==> src/rtl/adc_frame_averager.sv <==
// -----------------------------------------------------------------------------
// adc_frame_averager
//
// Averages 2^LOG2_N consecutive 8x16-bit ADC frames for each channel. It emits
// one averaged frame and a one-clock avg_tick. A single shared adder handles
// one channel per clock, so each accepted frame takes 9 clocks (8 ACCUM +
// 1 FINISH).
//
// Parameters:
//   LOG2_N    log2 of the number of frames averaged per output (0..8)
//
// Ports:
//   clk       system clock, rising edge
//   reset     synchronous active-low reset
//   in_tick   one-clock pulse; in_data holds a valid new frame this cycle
//   in_data   8 channels, channel i = in_data[16*i+15:16*i]
//   busy      high while a latched frame is being accumulated
//   avg_tick  one-clock pulse; avg_data was updated on the preceding edge
//   avg_data  averaged frame, same packing as in_data; held between ticks
//   overrun   (only with ADC_FRAME_AVERAGER_OVERRUN_EN) sticky flag; set when
//             a frame arrives while one is still being accumulated
//
// Optional feature macro: ADC_FRAME_AVERAGER_OVERRUN_EN
// -----------------------------------------------------------------------------
module adc_frame_averager #(
  parameter int LOG2_N = 4
) (
  input  logic         clk,
  input  logic         reset,
  input  logic         in_tick,
  input  logic [127:0] in_data,
  output logic         busy,
  output logic         avg_tick,
  output logic [127:0] avg_data
`ifdef ADC_FRAME_AVERAGER_OVERRUN_EN
  ,
  output logic         overrun
`endif
);

  localparam int AW = 16 + LOG2_N;

  typedef enum logic [1:0] {
    IDLE,
    ACCUM,
    FINISH
  } state_t;

  state_t         state;
  state_t         state_nxt;
  logic [2:0]     ch;
  logic [127:0]   frame;
  logic [AW-1:0]  acc [8];
  logic [15:0]    sample;
  logic [AW-1:0]  sum;
  logic           is_final;
  logic           accept;
  logic           do_accum;
  logic           do_finish;

  // ---------------------------------------------------------------------------
  // FSM: state register
  // ---------------------------------------------------------------------------
  // NOTE: sequential state uses non-blocking assignments so that every register
  // samples values from before the edge, whatever order the blocks run in.
  always_ff @(posedge clk) begin
    if (!reset) state <= IDLE;
    else        state <= state_nxt;
  end

  // ---------------------------------------------------------------------------
  // FSM: next-state logic
  // ---------------------------------------------------------------------------
  // NOTE: state_nxt gets a default before the case. Without it, a path that
  // does not assign it would infer a latch.
  always_comb begin
    state_nxt = state;
    case (state)
      IDLE:    if (in_tick) state_nxt = ACCUM;
      ACCUM:   if (ch == 3'd7) state_nxt = FINISH;
      // A frame that arrives on the edge that leaves FINISH is taken straight
      // away. The next frame does not lose a cycle to IDLE.
      FINISH:  state_nxt = in_tick ? ACCUM : IDLE;
      default: state_nxt = IDLE;
    endcase
  end

  // ---------------------------------------------------------------------------
  // FSM: outputs / datapath controls
  // ---------------------------------------------------------------------------
  always_comb begin
    busy      = (state != IDLE);
    accept    = in_tick && ((state == IDLE) || (state == FINISH));
    do_accum  = (state == ACCUM);
    do_finish = (state == FINISH);
  end

  // ---------------------------------------------------------------------------
  // Frame register and channel index
  // ---------------------------------------------------------------------------
  always_ff @(posedge clk) begin
    if (!reset) begin
      frame <= '0;
      ch    <= '0;
    end else if (accept) begin
      frame <= in_data;
      ch    <= '0;
    end else if (do_accum) begin
      ch <= ch + 3'd1;
    end
  end

  // Shared adder: one channel per clock.
  assign sample = frame[{ch, 4'b0000} +: 16];
  assign sum    = acc[ch] + AW'(sample);

  // ---------------------------------------------------------------------------
  // Accumulators
  // ---------------------------------------------------------------------------
  // NOTE: this register array is reset on purpose. A reset during accumulation
  // must discard any partial sums, so an unreset RAM-style array is not enough.
  always_ff @(posedge clk) begin
    if (!reset) begin
      for (int c = 0; c < 8; c++) acc[c] <= '0;
    end else if (do_finish && is_final) begin
      for (int c = 0; c < 8; c++) acc[c] <= '0;
    end else if (do_accum) begin
      acc[ch] <= sum;
    end
  end

  // ---------------------------------------------------------------------------
  // Frame counter (absent when every frame is final)
  // ---------------------------------------------------------------------------
  if (LOG2_N > 0) begin : g_cnt
    logic [LOG2_N-1:0] cnt;

    always_ff @(posedge clk) begin
      if (!reset)         cnt <= '0;
      else if (do_finish) cnt <= is_final ? '0 : cnt + LOG2_N'(1);
    end

    assign is_final = &cnt;
  end else begin : g_no_cnt
    assign is_final = 1'b1;
  end

  // ---------------------------------------------------------------------------
  // Averaged output: floor division by N is a plain bit-select of the sum
  // ---------------------------------------------------------------------------
  always_ff @(posedge clk) begin
    if (!reset) begin
      avg_data <= '0;
      avg_tick <= 1'b0;
    end else begin
      avg_tick <= do_finish && is_final;
      if (do_finish && is_final) begin
        for (int c = 0; c < 8; c++) avg_data[16*c +: 16] <= acc[c][LOG2_N +: 16];
      end
    end
  end

`ifdef ADC_FRAME_AVERAGER_OVERRUN_EN
  // Only a frame that is actually dropped counts. A frame taken on the FINISH
  // edge is accepted, so it does not set the flag.
  always_ff @(posedge clk) begin
    if (!reset)                   overrun <= 1'b0;
    else if (in_tick && do_accum) overrun <= 1'b1;
  end
`endif

endmodule
==> config.mk <==
export PLATFORM = sky130hd
export DESIGN_NAME = adc_frame_averager
export DESIGN_NICKNAME = d
export VERILOG_FILES = /design/src/rtl/adc_frame_averager.sv
export SDC_FILE = /design/constraint.sdc
export NUM_CORES = 1
export LEC_CHECK = 0
export ABC_AREA = 0
export CAP_MARGIN = 40
export CELL_PAD_IN_SITES_DETAIL_PLACEMENT = 1
export CELL_PAD_IN_SITES_GLOBAL_PLACEMENT = 1
export CORE_MARGIN = 2
export CORE_UTILIZATION = 46
export DETAILED_ROUTE_END_ITERATION = 8
export PLACE_DENSITY_LB_ADDON = 0.1
export SLEW_MARGIN = 20
export SYNTH_ARGS = -nofsm -noshare
export SYNTH_HDL_FRONTEND = slang
export SYNTH_SLANG_ARGS = --single-unit
==> constraint.sdc <==
create_clock -name clk -period 8.05 [get_ports clk]
set_input_delay 0.805 -clock clk [delete_from_list [all_inputs] [get_ports clk]]
set_output_delay 0.805 -clock clk [all_outputs]
set_load 0.05 [all_outputs]
After elaboration in Yosys (flattened, before gate mapping)
Memories as Yosys holds them, arrays and structs flattened. A register that Yosys moved wholly into a read port is not among the register bits.
Cells that the tools add are included.
{ "totals": {"n_memories": 1, "ramBits": 160, "out_inout_bits": 130, "in_bits": 131, "regBits": 138} }
{ "op_classes": {"eq_ne": 5, "bitwise": 9, "n_shift": 1, "n_reduce_logical": 17, "addsub": 3, "mux": 26} }
{ "mem_list": {"columns": ["memory", "words", "width", "read_ports", "rd_clocked_by_memory_dff", "write_ports", "line", "text"], "rows": [
  ["acc", 8, 20, 9, 9, 8, "53", "logic [AW-1:0] acc [8];"]
]} }
{ "op_table": {"columns": ["cell", "n"], "rows": [
  ["20-bit two-way mux", 9],
  ["128-bit by 8-bit indexed part select with 16-bit output", 1],
  ["20-bit by 16-bit adder with 20-bit output", 1],
  ["20-bit OR reduction", 1],
  ["1-bit two-way mux", 10],
  ["3-bit two-way mux", 3],
  ["1-bit logical NOT", 8],
  ["1-bit OR", 8],
  ["2-bit one-hot mux with 3 select lines", 1],
  ["4-bit by 1-bit adder with 4-bit output, second input constant", 1],
  ["2-bit two-way mux", 2],
  ["4-bit two-way mux", 1],
  ["4-bit AND reduction", 1],
  ["3-bit by 1-bit adder with 3-bit output, second input constant", 1],
  ["3-bit equality test, second input constant", 1],
  ["2-bit by 1-bit equality test with 1-bit output, second input constant", 1],
  ["2-bit equality test, second input constant", 1],
  ["1-bit logical AND", 2],
  ["2-bit logical NOT", 1],
  ["2-bit by 1-bit inequality test with 1-bit output, second input constant", 1],
  ["2-bit inequality test, second input constant", 1],
  ["2-bit AND reduction", 1],
  ["2-bit nonzero test", 1],
  ["2-bit OR reduction", 1],
  ["2 further kinds", 2]
]} }

Longest topological paths before layout
Gate-level depths: netlist (run 1).
{ "logic_depth": {"ltp_word": 7, "ltp_mapped": 15} }

Worst setup path before layout (run 1)
No wires, ideal clock.
{ "synth_timing": {"path_type": "register to register", "from": "register (tool-made name)", "to": "memory acc[0][10] (netlist bit) (data pin)", "stages_incl_launch_ff": 14, "synth_period_minus_slack_ns": 3.793, "arrival_time_ns": 3.522, "slack_ns": 4.257, "required_ns": 7.779, "setup_ns": 0.271, "cell_sequence": "dfxtp_1 > buf_2 > buf_2 > mux4_2 > mux2_2 > ha_1 > fa_1 > a211oi_1 > o21bai_1 > a21oi_2 > o21ai_1 > a21oi_1 > xor2_1 > nor2_1"} }
{ "synth_lines": {"columns": ["item", "line"], "rows": [
  ["end, declared", "53"]
]} }

==> results.tsv, run 1 <==
metric	value	unit
async_reset_ff_frac	0	
fmax	217	MHz
cts_tree	built	
post-place-cells	2178	
start_util	0.466	
hold_viol_final	0	
synth_nets	1674	
dr.pass1.iters	5	
min_path_type	flip-flop to flip-flop	
rsz0062_at_grt	false	
setup_viol	0	
p_leak	7.74	nW
vdd_drop_max	0.137	mV
io-pin-count	261	
required	8.30	ns
fin_cells	2268	
slowest_delay	0.76	ns
drc	0	
routed-via-count	13400	
fill_cells	3776	
antenna_left	0	
die_w	196	um
nets	1915	
wl_per_cell	25.1	um
clockBufferDepth	3	
slew_viol_final	0	
crit_top_cell	a31oi_1	
synth_area_leader_cell	dfxtp_1	
slowest_stage	dfxtp_2	
syn_avg_cell_area	11.2	um2
post_cts_resized	0	
ys_warn_count	0	
powerDensity	233	nW/um2
dp_hpwl	39500	um
worst_pin_slew	0.877	ns
crit_path_max_fanout	20	
track_usage	0.295	
antenna_found_initial	4	
finalSetupTns	0	ns
vias_per_cell	5.91	
fin_util	0.594	
grt_pass1_vias	13800	
overflow	0	
synth.top_cell.area_share	0.316	
clkSlewWorstSetupHoldPaths	0.06	ns
drt_iter0_markers	1265	
fp.dieH	196	um
grt_start_max_net_pins	88	
yosysSeqAreaShare	0.598	
path_class	flip-flop to flip-flop	
gp_congestion	0.945	
critPathLaunchType	flip-flop	
dpl_cell_area	20100	um2
cts_root_buffer	clkbuf_16	
grt_pass1_wl	85600	um
synth.distinct_cells	56	
synth-seq-cells	429	
synthTopCellsByArea	dfxtp_1 (32%), edfxtp_1 (28%), a22o_1 (6.6%), nand2_1 (6.2%), mux4_2 (5.3%)	
skew	0.0158	ns
h-tree-depth	2	
clock_latency	0.55	ns
crit_path_end_kind	flip-flop	
ys.flop_type	dfxtp_1	
wirelength	56900	um
period_share	0.574	
die_area	38600	um2
cts.hold.buffers_added	0	
min_period	4.62	ns
cts_setup_buffers	0	
ys_top_cells_by_count	nand2_1 (282), dfxtp_1 (269), edfxtp_1 (160)	
final_area	21700	um2
synth_most_common_cell	nand2_1	
drive_above_1_share	0.113	
syn_inst	1523	
areaGrowthSynthToFinish	27.4	%
slew_headroom	0.413	
rows	70	
seqCellArea	10200	um2
arrival	4.87	ns
numCtsBuffers	45	
multi_input_area	6380	um2
status	finished clean	
cts.sinks	429	
synth-edff-count	160	
synthesis.area	17000	um2
coreArea	36500	um2
crit_chain	buf_4 -> mux4_2 -> mux2_2 -> ha_1 -> and3_1 -> a31oi_1 -> nand2_1 -> a31oi_1 -> xor2_1 -> nor2_1	
port_buffers	260	
drv_cap	0	
## where the power goes
part           switching [mW]  leakage (nW)  internal, mW  total [mW]
Combinational           0.303          3.14         0.216       0.518
Clock                   0.857         0.747          1.28        2.13
Sequential             0.0649          3.84          2.33        2.40
Total                    1.22          7.74          3.83        5.05
## cells in the final DEF, fill, tap and decap left out, types with 11 or more instances in the layout
cell / count
a21oi_1: 146
a22o_1: 128
a22oi_1: 64
and3_1: 20
buf_4: 32
clkbuf_1: 11
clkbuf_16: 47
clkdlybuf4s50_1: 260
dfxtp_1: 267
edfxtp_1: 160
ha_1: 19
mux2_2: 16
mux4_2: 40
nand2_1: 282
nand4_1: 17
nor2_1: 133
## cells by family (layout without fill, tap and decap cells)
logic type,Yosys count,in the layout,share of synthesized area
AND/OR/NAND/NOR,503,503,0.125
flip-flops,429,429,0.598
AO/OA/AOI/OAI,375,375,0.153
buffers and inverters,114,389,0.0278
multiplexers,63,63,0.0691
adder cells (fa/ha/maj),20,20,0.0151
XOR/XNOR,19,19,0.0122
other,0,2,0
## area by class of cell
type / count / share of cell area
Multi-Input combinational cell: 980 / 0.294
Timing Repair Buffer: 302 / 0.138
Inverter: 6 / 0.00115
Clock inverter: 13 / 0.00767
Sequential cell: 429 / 0.470
Clock buffer: 68 / 0.0619
Tap cell: 468 / 0.0270
Antenna cell: 2 / 0.000231
## worst paths after layout
| path | from | endpoint | slack [ns] | depth (start not counted) |
|---|---|---|---|---|
| max | flip-flop | acc[0][11] | 3.43 | 10 |
| min | avg_data[69] | avg_data[69] | 0.45 | 2 |
| max reg2reg | flip-flop | acc[0][11] | 3.43 | 10 |
| min reg2reg | avg_data[69] | avg_data[69] | 0.45 | 2 |
## worst max-delay path: cells and delay by family, from the launching register on
family / cells / cell delay, ns
flops: 1 / 0.76
fa+ha+maj: 1 / 0.36
compound gates: 2 / 0.47
xor+xnor: 1 / 0.72
simple gates: 3 / 0.56
mux: 2 / 0.93
buf+inv: 1 / 0.52
## stage by stage
| stage | worst slack [ns] | hold slack, ns | power (mW) |
|---|---|---|---|
| 5_1_grt | 3.20 | 0.471 | 5.20 |
| 3_5_place_dp | 3.49 | 0.447 | 2.94 |
| 3_3_place_gp | 3.63 | 0.443 | 2.92 |
| 6_report | 3.43 | 0.452 | 5.05 |
| 2_1_floorplan | 4.26 | 0.443 | 2.72 |
| 4_1_cts | 3.47 | 0.455 | 5.05 |
## registers in the layout (all words and copies together) (netlist names), named ones only
| signal | count |
|---|---|
| frame | 128 |
| state | 2 |
| ch | 3 |
| g_cnt.cnt | 4 |
| acc | 160 |
| avg_tick | 1 |
| avg_data | 128 |
## per-layer routing
layer	vias up	global-route usage	part of all wire
met5	-	0	0.00019
met4	2	0.0892	0.027
met3	90	0.0649	0.092
met2	641	0.460	0.45
met1	6682	0.415	0.43
li1	5991	-	-
No activity file was read; power rests on OpenSTA's default activity.
==> inputs of run 2 (changes only) <==
--- a/config.mk
+++ b/config.mk
@@ -10,7 +10,7 @@
 export CELL_PAD_IN_SITES_DETAIL_PLACEMENT = 1
 export CELL_PAD_IN_SITES_GLOBAL_PLACEMENT = 1
 export CORE_MARGIN = 2
-export CORE_UTILIZATION = 46
+export CORE_UTILIZATION = 43
 export DETAILED_ROUTE_END_ITERATION = 8
 export PLACE_DENSITY_LB_ADDON = 0.1
 export SLEW_MARGIN = 20
==> constraint.sdc (replaced) <==
create_clock -name clk -period 4.6 [get_ports clk]
set_input_delay 0.46 -clock clk [delete_from_list [all_inputs] [get_ports clk]]
set_output_delay 0.46 -clock clk [all_outputs]
set_load 0.05 [all_outputs]
==> run 2 against run 1 <==
Clock skew rose by 0.013 ns. Via count rose by 0.33%. Power rose by 70%. Critical path depth rose by 1. Die area rose by 6.8%. Sequential share of layout area fell by 0.054 points. Global-route usage fell by 1.3 points. Sequential power rose by 75%. Count of clock-buffer cells in the layout rose by 3. Clock power rose by 62%. Non-clock buffer count rose by 13. Register-to-register slack got worse by 3.0 ns.
==> results.tsv, run 2 (synthesis gave the netlist of run 1 again) <==
metric	value	unit	change
grt_pass1_vias	13900		+0.97%
critPathLaunchType	flip-flop		
p_seq_frac	0.489		+0.014
port_buffers	260		unchanged
crit_path_end_kind	flip-flop		
die_area	41200	um2	+6.8%
arrival	4.39	ns	-0.48 ns
slew_viol_final	0		unchanged
top_regs	acc: 160 flops, avg_data: 128 flops, frame: 128 flops		
fill_cells	4092		+8.4%
setup_viol	0		unchanged
min_period	4.13	ns	-0.493 ns
grt_start_max_net_pins	131		+49%
areaGrowthSynthToFinish	27.6	%	
status	finished clean		
cts_setup_buffers	0		unchanged
p_leak	7.72	nW	-0.18%
crit_path_max_fanout	15		-25%
finalSetupTns	0	ns	unchanged
path_class	flip-flop to flip-flop		
grt_pass1_wl	87200	um	+1.9%
rsz0062_at_grt	false		
cts.hold.buffers_added	0		unchanged
rows	72		+2.9%
cts.sinks	429		unchanged
drive_above_1_share	0.117		+0.00374
powerDensity	395	nW/um2	+70%
drc	0		unchanged
wirelength	57900	um	+1.7%
die_w	203	um	+3.4%
post_cts_resized	0		unchanged
coreArea	38800	um2	+6.3%
switching_share	0.248		+0.00518
layout_common_cells	nand2_1 (282), dfxtp_1 (267), clkdlybuf4s50_1 (260)		
period_share	0.897		+0.323
clock_latency	0.57	ns	+0.02 ns
dp_hpwl	40700	um	+3.2%
p_clk_frac	0.401		-0.021
nets	1928		+0.68%
fp.dieH	203	um	+3.4%
start_util	0.439		-0.0277
antenna_found_initial	7		+3
wl_per_cell	24.8	um	-0.99%
routed-via-count	13500		+0.33%
cts_root_buffer	clkbuf_16		
clockBufferDepth	3		unchanged
dr.pass1.iters	8		+3
final_area	21700	um2	+0.12%
cts_tree	built		
min_path_type	flip-flop to flip-flop		
clkSlewWorstSetupHoldPaths	0.06	ns	about the same
pre_cts_ws	0.598	ns	-2.89 ns
top_register	acc		
vias_per_cell	5.77		-2.3%
track_usage	0.283		-0.0126
fmax	242	MHz	+12%
p_sw	2.12	mW	+73%
numCtsBuffers	45		unchanged
dpl_cell_area	20300	um2	+1.1%
p_int	6.45	mW	+69%
drv_cap	0		unchanged
largest_reg_flops	160		unchanged
h-tree-depth	2		unchanged
antenna_left	0		unchanged
skew	0.0291	ns	+0.0134 ns
gp_congestion	0.838		-11%
fin_ws	0.475	ns	-2.96 ns
vdd_drop_max	0.222	mV	+62%
required	4.86	ns	-3.44 ns
combPwrFrac	0.109		+0.006
slew_headroom	0.526		+0.113
layout_commonest_cell	nand2_1		
overflow	0		unchanged
io-pin-count	261		unchanged
hold_viol_final	0		unchanged
drt_iter0_markers	1219		-3.6%
worst_pin_slew	0.709	ns	-0.169 ns
[run 2: path summary, 6_finish.rpt]
| check | cells after the start | start | slack [ns] | endpoint |
|---|---|---|---|---|
| worst max register to register | 11 | ch[2] | 0.47 | acc[7][10] |
| worst max-delay path | 11 | ch[2] | 0.47 | acc[7][10] |
| worst min register to register | 2 | avg_data[81] | 0.45 | avg_data[81] |
| worst min-delay path | 2 | avg_data[81] | 0.45 | avg_data[81] |
[run 2: per-stage QoR]
stage               hold WS (ns)  utilization  power (mW)  cells
finish                     0.453        0.560        8.58   2330
floorplan                  0.443            -        4.76   1523
detailed placement         0.447        0.523        5.20   2246
global placement           0.445        0.522        5.16   2244
global route               0.476        0.560        8.86   2329
CTS                        0.456        0.558        8.61   2325
[run 2: cell type report]
class	count	area (um2)	area share
diodes	3	7.51	0.000345
clock inverters	8	46.3	0.00213
clock buffers	71	1330	0.0611
multi-input cells	980	6380	0.294
repair buffers	315	3100	0.143
flip-flops and latches	429	10200	0.469
inverters	6	25.0	0.00115
well taps	518	648	0.0298
[run 2: per-layer routing]
layer  GRT usage  part of all wire  wire length, um  vias up
met5           0           0.00022               13        -
met4      0.0826             0.026             1500        2
met3      0.0685             0.090             5230       86
met2       0.443              0.46            26400      559
met1       0.391              0.43            24800     6786
li1            -                 -                -     6017
[run 2: critical path, cell delays in order (launching register included)]
cell	delay (ns)
dfxtp_1	0.55
and3b_1	0.46
a22oi_1	0.28
nand4_1	0.30
fa_1	0.57
a211oi_1	0.34
o21bai_1	0.17
a21oi_2	0.21
o21ai_1	0.08
a21oi_1	0.17
xor2_1	0.56
nor2_1	0.12
[run 2: power groups by stage]
stage | clock network [mW] | registers, mW | logic (mW)
finish | 3.44 | 4.20 | 0.939
global route | 3.64 | 4.21 | 1.00
CTS | 3.49 | 4.19 | 0.930
detailed placement | 0 | 4.27 | 0.924
global placement | 0 | 4.27 | 0.896
floorplan | 0 | 4.21 | 0.542
